===== src/rtl/result_output_arbiter_if.sv =====
// Handshake bundle between the result producers, the round-robin output arbiter
// and the external output receiver.
interface result_output_arbiter_if #(
  parameter int unsigned N_REQ = 4,
  parameter int unsigned DW    = 32,
  parameter int unsigned CNT_W = 16
);
  localparam int unsigned GW = $clog2(N_REQ);

  logic [N_REQ-1:0]    req_valid;
  logic [N_REQ*DW-1:0] req_data;
  logic [N_REQ-1:0]    req_ack;
  logic                got_data;
  logic [DW-1:0]       out_data;
  logic                out_valid;
  logic                out_empty;
  logic                init_bs;
  logic [GW-1:0]       grant_id;
  logic [CNT_W-1:0]    word_count;

  // arbiter side
  modport master (
    input  req_valid, req_data, got_data,
    output req_ack, out_data, out_valid, out_empty, init_bs, grant_id, word_count
  );

  // producers / receiver side
  modport slave (
    output req_valid, req_data, got_data,
    input  req_ack, out_data, out_valid, out_empty, init_bs, grant_id, word_count
  );
endinterface


===== src/rtl/result_output_arbiter.sv =====
// Round-robin arbiter sharing one output word channel among N_REQ producers,
// with a two-phase got_data handshake and a delivered-word counter.
module result_output_arbiter #(
  parameter int unsigned N_REQ = 4,
  parameter int unsigned DW    = 32,
  parameter int unsigned CNT_W = 16
) (
  input  logic                     clk,
  input  logic                     rst,
  result_output_arbiter_if.master  bus
);
  localparam int unsigned GW = $clog2(N_REQ);

  typedef enum logic [1:0] {
    S_IDLE     = 2'd0,
    S_LOAD     = 2'd1,
    S_WAIT_GOT = 2'd2,
    S_WAIT_REL = 2'd3
  } state_e;

  state_e           state_q, state_d;
  logic [GW-1:0]    ptr_q, ptr_d;
  logic [GW-1:0]    grant_q, grant_d;
  logic [DW-1:0]    data_q, data_d;
  logic [N_REQ-1:0] ack_q, ack_d;
  logic             init_q, init_d;
  logic             valid_q, valid_d;
  logic             empty_q, empty_d;
  logic [CNT_W-1:0] cnt_q, cnt_d;

  logic [GW-1:0]    winner;
  logic             any_req;

  // First valid requester after the last grant, wrapping around
  always_comb begin : rr_search
    int unsigned idx;
    idx     = 0;
    winner  = ptr_q;
    any_req = 1'b0;
    for (int unsigned off = 1; off <= N_REQ; off++) begin
      idx = 32'(ptr_q) + off;
      if (idx >= N_REQ) idx = idx - N_REQ;
      if (!any_req && bus.req_valid[GW'(idx)]) begin
        any_req = 1'b1;
        winner  = GW'(idx);
      end
    end
  end

  // Next state and next registered outputs
  always_comb begin
    state_d = state_q;
    ptr_d   = ptr_q;
    grant_d = grant_q;
    data_d  = data_q;
    cnt_d   = cnt_q;

    case (state_q)
      S_IDLE: begin
        if (any_req) begin
          state_d = S_LOAD;
          ptr_d   = winner;
          grant_d = winner;
          data_d  = DW'(bus.req_data >> (DW * 32'(winner)));
        end
      end
      S_LOAD:     state_d = S_WAIT_GOT;
      S_WAIT_GOT: if (bus.got_data) state_d = S_WAIT_REL;
      S_WAIT_REL: begin
        if (!bus.got_data) begin
          state_d = S_IDLE;
          cnt_d   = cnt_q + CNT_W'(1);
        end
      end
      default:    state_d = S_IDLE;
    endcase

    // Outputs are decoded from the next state so they line up with it after the edge
    ack_d   = (state_d == S_LOAD) ? (N_REQ'(1) << grant_d) : '0;
    init_d  = (state_d == S_LOAD);
    valid_d = (state_d == S_WAIT_GOT);
    empty_d = (state_d == S_IDLE);
  end

  always_ff @(posedge clk or posedge rst) begin
    if (rst) begin
      state_q <= S_IDLE;
      ptr_q   <= GW'(N_REQ - 1);
      grant_q <= '0;
      data_q  <= '0;
      ack_q   <= '0;
      init_q  <= 1'b0;
      valid_q <= 1'b0;
      empty_q <= 1'b1;
      cnt_q   <= '0;
    end else begin
      state_q <= state_d;
      ptr_q   <= ptr_d;
      grant_q <= grant_d;
      data_q  <= data_d;
      ack_q   <= ack_d;
      init_q  <= init_d;
      valid_q <= valid_d;
      empty_q <= empty_d;
      cnt_q   <= cnt_d;
    end
  end

  assign bus.req_ack    = ack_q;
  assign bus.init_bs    = init_q;
  assign bus.out_valid  = valid_q;
  assign bus.out_empty  = empty_q;
  assign bus.out_data   = data_q;
  assign bus.grant_id   = grant_q;
  assign bus.word_count = cnt_q;

endmodule


===== src/flat_wrapper.sv =====
// flat-port wrapper written by rule: the top's interface ports become plain ports
module result_output_arbiter_flat 
#(
  parameter int unsigned N_REQ = 4,
  parameter int unsigned DW    = 32,
  parameter int unsigned CNT_W = 16
)
  (clk, rst, bus_req_valid, bus_req_data, bus_got_data, bus_req_ack, bus_out_data, bus_out_valid, bus_out_empty, bus_init_bs, bus_grant_id, bus_word_count);
  result_output_arbiter_if #(.N_REQ(N_REQ), .DW(DW), .CNT_W(CNT_W)) bus_i ();
  input  logic clk;
  input  logic rst;
  input wire logic [$bits(bus_i.req_valid)-1:0] bus_req_valid;
  input wire logic [$bits(bus_i.req_data)-1:0] bus_req_data;
  input wire logic [$bits(bus_i.got_data)-1:0] bus_got_data;
  output wire logic [$bits(bus_i.req_ack)-1:0] bus_req_ack;
  output wire logic [$bits(bus_i.out_data)-1:0] bus_out_data;
  output wire logic [$bits(bus_i.out_valid)-1:0] bus_out_valid;
  output wire logic [$bits(bus_i.out_empty)-1:0] bus_out_empty;
  output wire logic [$bits(bus_i.init_bs)-1:0] bus_init_bs;
  output wire logic [$bits(bus_i.grant_id)-1:0] bus_grant_id;
  output wire logic [$bits(bus_i.word_count)-1:0] bus_word_count;
  assign bus_i.req_valid = bus_req_valid;
  assign bus_i.req_data = bus_req_data;
  assign bus_i.got_data = bus_got_data;
  assign bus_req_ack = bus_i.req_ack;
  assign bus_out_data = bus_i.out_data;
  assign bus_out_valid = bus_i.out_valid;
  assign bus_out_empty = bus_i.out_empty;
  assign bus_init_bs = bus_i.init_bs;
  assign bus_grant_id = bus_i.grant_id;
  assign bus_word_count = bus_i.word_count;
  result_output_arbiter #(.N_REQ(N_REQ), .DW(DW), .CNT_W(CNT_W)) u_core (.clk(clk), .rst(rst), .bus(bus_i));
endmodule

===== config.mk =====
export PLATFORM = sky130hd
export DESIGN_NAME = result_output_arbiter_flat
export DESIGN_NICKNAME = d
export VERILOG_FILES = /design/src/rtl/result_output_arbiter_if.sv /design/src/rtl/result_output_arbiter.sv /design/src/flat_wrapper.sv
export SDC_FILE = /design/constraint.sdc
export NUM_CORES = 1
export LEC_CHECK = 0
export ABC_CLOCK_PERIOD_IN_PS = 3100
export CORE_AREA = 2 2 113 88
export CTS_BUF_LIST = sky130_fd_sc_hd__clkbuf_8
export DETAILED_ROUTE_END_ITERATION = 12
export DIE_AREA = 0 0 115 90
export GPL_TIMING_DRIVEN = 0
export PLACE_DENSITY = 0.75
export SYNTH_ARGS = -nofsm -noshare
export SYNTH_HDL_FRONTEND = slang
export SYNTH_SLANG_ARGS = --single-unit

===== constraint.sdc =====
create_clock -name clk -period 3.1 [get_ports clk]
set_input_delay 0.62 -clock clk [delete_from_list [all_inputs] [get_ports clk]]
set_output_delay 0.62 -clock clk [all_outputs]
set_load 0.005 [all_outputs]

==> out/results.ini <==
[power_and_ir_drop]
combPwrFrac=0.511
power_mw=4.08
internal-power_mw=2.67
clock_power_share=0.167
pwr-share-seq=0.322
peakVddDrop_uv=288
powerDensity_mw_per_mm2=750
power.leakage_nw=2.39
switching_share=0.345
p_sw_mw=1.41

[drt]
num_vias=3102
routed_wl_um=10700
drt-vias-per-instance=5.09
drc_errors=0
drt_pre_antenna_iters=4
wl_per_cell_um=17.5
ant_nets=0
drtIter0Drc=144

[clock_network]
clock-sinks=61
post-cts-setup-buffers=0
ctsHoldBuffers=0
clkTransAtPathRegs_ns=0.07
htree_levels=3
cts_buffers=9
post_cts_resized=0
clk_latency_ns=0.33
clk_path_buf_depth=2
cts-root-buf=clkbuf_8
cts_tree=yes

[die]
die_area_mm2=0.0104
fp.dieH_um=90
rows=31
placeableCoreArea_mm2=0.00931
initial_utilization=0.341
die_width_um=115
num_io_pins=192

[finish]
diodes=0
layout.nets=625
mostFrequentLayoutCells=191 x clkdlybuf4s50_1, 64 x mux2i_1, 58 x dfrtp_1, 43 x nand2_1, 32 x o221ai_1
drive_above_1_share=0.0830
stdcell_count=609
area_growth_pct=71.5
mostFrequentLayoutCell=clkdlybuf4s50_1

[global_routing]
grt_max_degree=38
grt_use_total=0.206
antenna_found_initial=0
grt_pass1_vias=3297
grt_overflow=0
grt_pass1_wl_um=16500

[sta]
fin_crit_sh=0.757
report.final.slew_viol_count=0
fin_crit_ns=2.35
tns_ns=0
slew_headroom=0.639
finClkSkew_ns=0.00661
final-setup-viol-count=0
rsz0062_at_grt=no
worstMarginPinSlew_ns=0.540
max_freq_mhz=426
hold_violations=0
whs_ns=0.474

[setup_path]
critPathMaxFanout=10
arrival_ns=2.54
regToRegStartpoint=u_core.state_q[1]
start_kind=primary input
crit_type=primary input to register
crit_required_ns=3.29
endpoint_kind=register
crit_start=bus_req_valid[1]

[flow_run]
max-cap-violations=0

[yosys]
syn_avg_cell_area_um2=11.1
syn_inst=286
synth_seq_area_share=0.482
synth-seq-cells=61
synth_edf_count=0
synth_nets=422
synth_top_area_frac=0.457
async_flop_share=1.00
yosysWarnings=0
netlist_area_mm2=0.00317
synth_cell_type_count=35
ys.flop_type=dfrtp_1
yosys-top-cells-area=dfrtp_1 46%, mux2i_1 20%, o221ai_1 8.8%, nand2_1 5.1%, xnor2_1 3.0%
yosysTopAreaCell=dfrtp_1

[worst_hold_path]
worstHoldStart=u_core.bus.word_count[15]
min-delay-path-class=register to register

[place]
dp_cells=593
gp_congestion=0.792
portBuffers=191
dp_hpwl_um=8330

[status]
status=finished clean

[flip-flops by register name, summed over array words and instances (netlist names)]
register	cells
u_core.bus.out_valid	1
u_core.bus.out_data	32
u_core.bus.req_ack	4
u_core.bus.grant_id	2
u_core.bus.out_empty	1
u_core.bus.word_count	16
u_core.ptr_q	2
u_core.state_q	2
u_core.bus.init_bs	1
[layout make-up]
type                       count  area, um2
fill                         818       3870
timing repair buffer         192       1930
sequential                    61       1530
multi-input combinational    203       1510
tap                          115        144
clock buffer                  10        138
buffer                        18        120
clock inverter                 6       55.1
inverter                       4       17.5
[worst max-delay path, stage by stage]
cell and delay, ns:
clkdlybuf4s50_1 0.46, nor4_1 0.28, or3_1 0.13, buf_2 0.27, inv_4 0.09, nand2_2 0.18
buf_2 0.32, o221ai_1 0.18
[cells in the mapped netlist, drive strengths merged, types with 2 or more instances]
master,instances
nor3,2
dfrtp,58
nor2b,3
and3,4
nand3,5
inv,4
nor2,15
dfstp,3
o21ai,2
o221ai,32
xor2,4
mux2,2
xnor2,11
nand2,45
nand4,4
clkbuf,3
buf,15
mux2i,64
[path summary, 6_finish.rpt]
path | end | slack [ns] | depth (start not counted)
setup / recovery | u_core.bus.out_data[20] | 0.75 | 8
hold / removal | u_core.bus.word_count[15] | 0.47 | 1
setup reg to reg | u_core.bus.out_data[20] | 1.23 | 6
hold reg to reg | u_core.bus.word_count[15] | 0.47 | 1
max in group asynchronous | u_core.ptr_q[1] | 1.81 | 3
min in group asynchronous | u_core.bus.word_count[4] | 0.66 | 2
[layer usage]
metal | global-route usage | part of all wire
met5 | 0 | 0
met2 | 0.348 | 0.50
met1 | 0.250 | 0.40
met4 | 0.0723 | 0.024
met3 | 0.0593 | 0.074
[power groups by stage]
stage               combinational (mW)  sequential [mW]  clock [mW]
finish                            2.08             1.31       0.682
global placement                  2.05             1.31           0
detailed placement                2.11             1.32           0
CTS                               2.12             1.31       0.707
floorplan                         1.07             1.31           0
global route                      2.26             1.35       0.747
[metrics by stage]
| step | worst slack [ns] | utilization | cell area (um2) |
|---|---|---|---|
| 4_1_cts | 0.744 | 0.585 | 5440 |
| 6_report | 0.753 | 0.585 | 5440 |
| 3_3_place_gp | -0.179 | 0.562 | 5230 |
| 2_1_floorplan | 0.972 | - | 3170 |
| 5_1_grt | 0.576 | 0.585 | 5440 |
| 3_5_place_dp | 0.383 | 0.564 | 5250 |
[cell families (layout without fill, tap and decap cells)]
| group | count (synthesis) | after routing | share of synthesized area |
|---|---|---|---|
| buffers and inverters | 22 | 230 | 0.0434 |
| muxes | 66 | 66 | 0.209 |
| adders and majority gates | 1 | 1 | 0.00394 |
| xor gates and xnor gates | 15 | 15 | 0.0414 |
| AOI/OAI and AO/OA | 39 | 39 | 0.104 |
| DFF | 61 | 61 | 0.482 |
| and+or+nand+nor | 82 | 82 | 0.116 |
(Power assumes the default switching activity.)
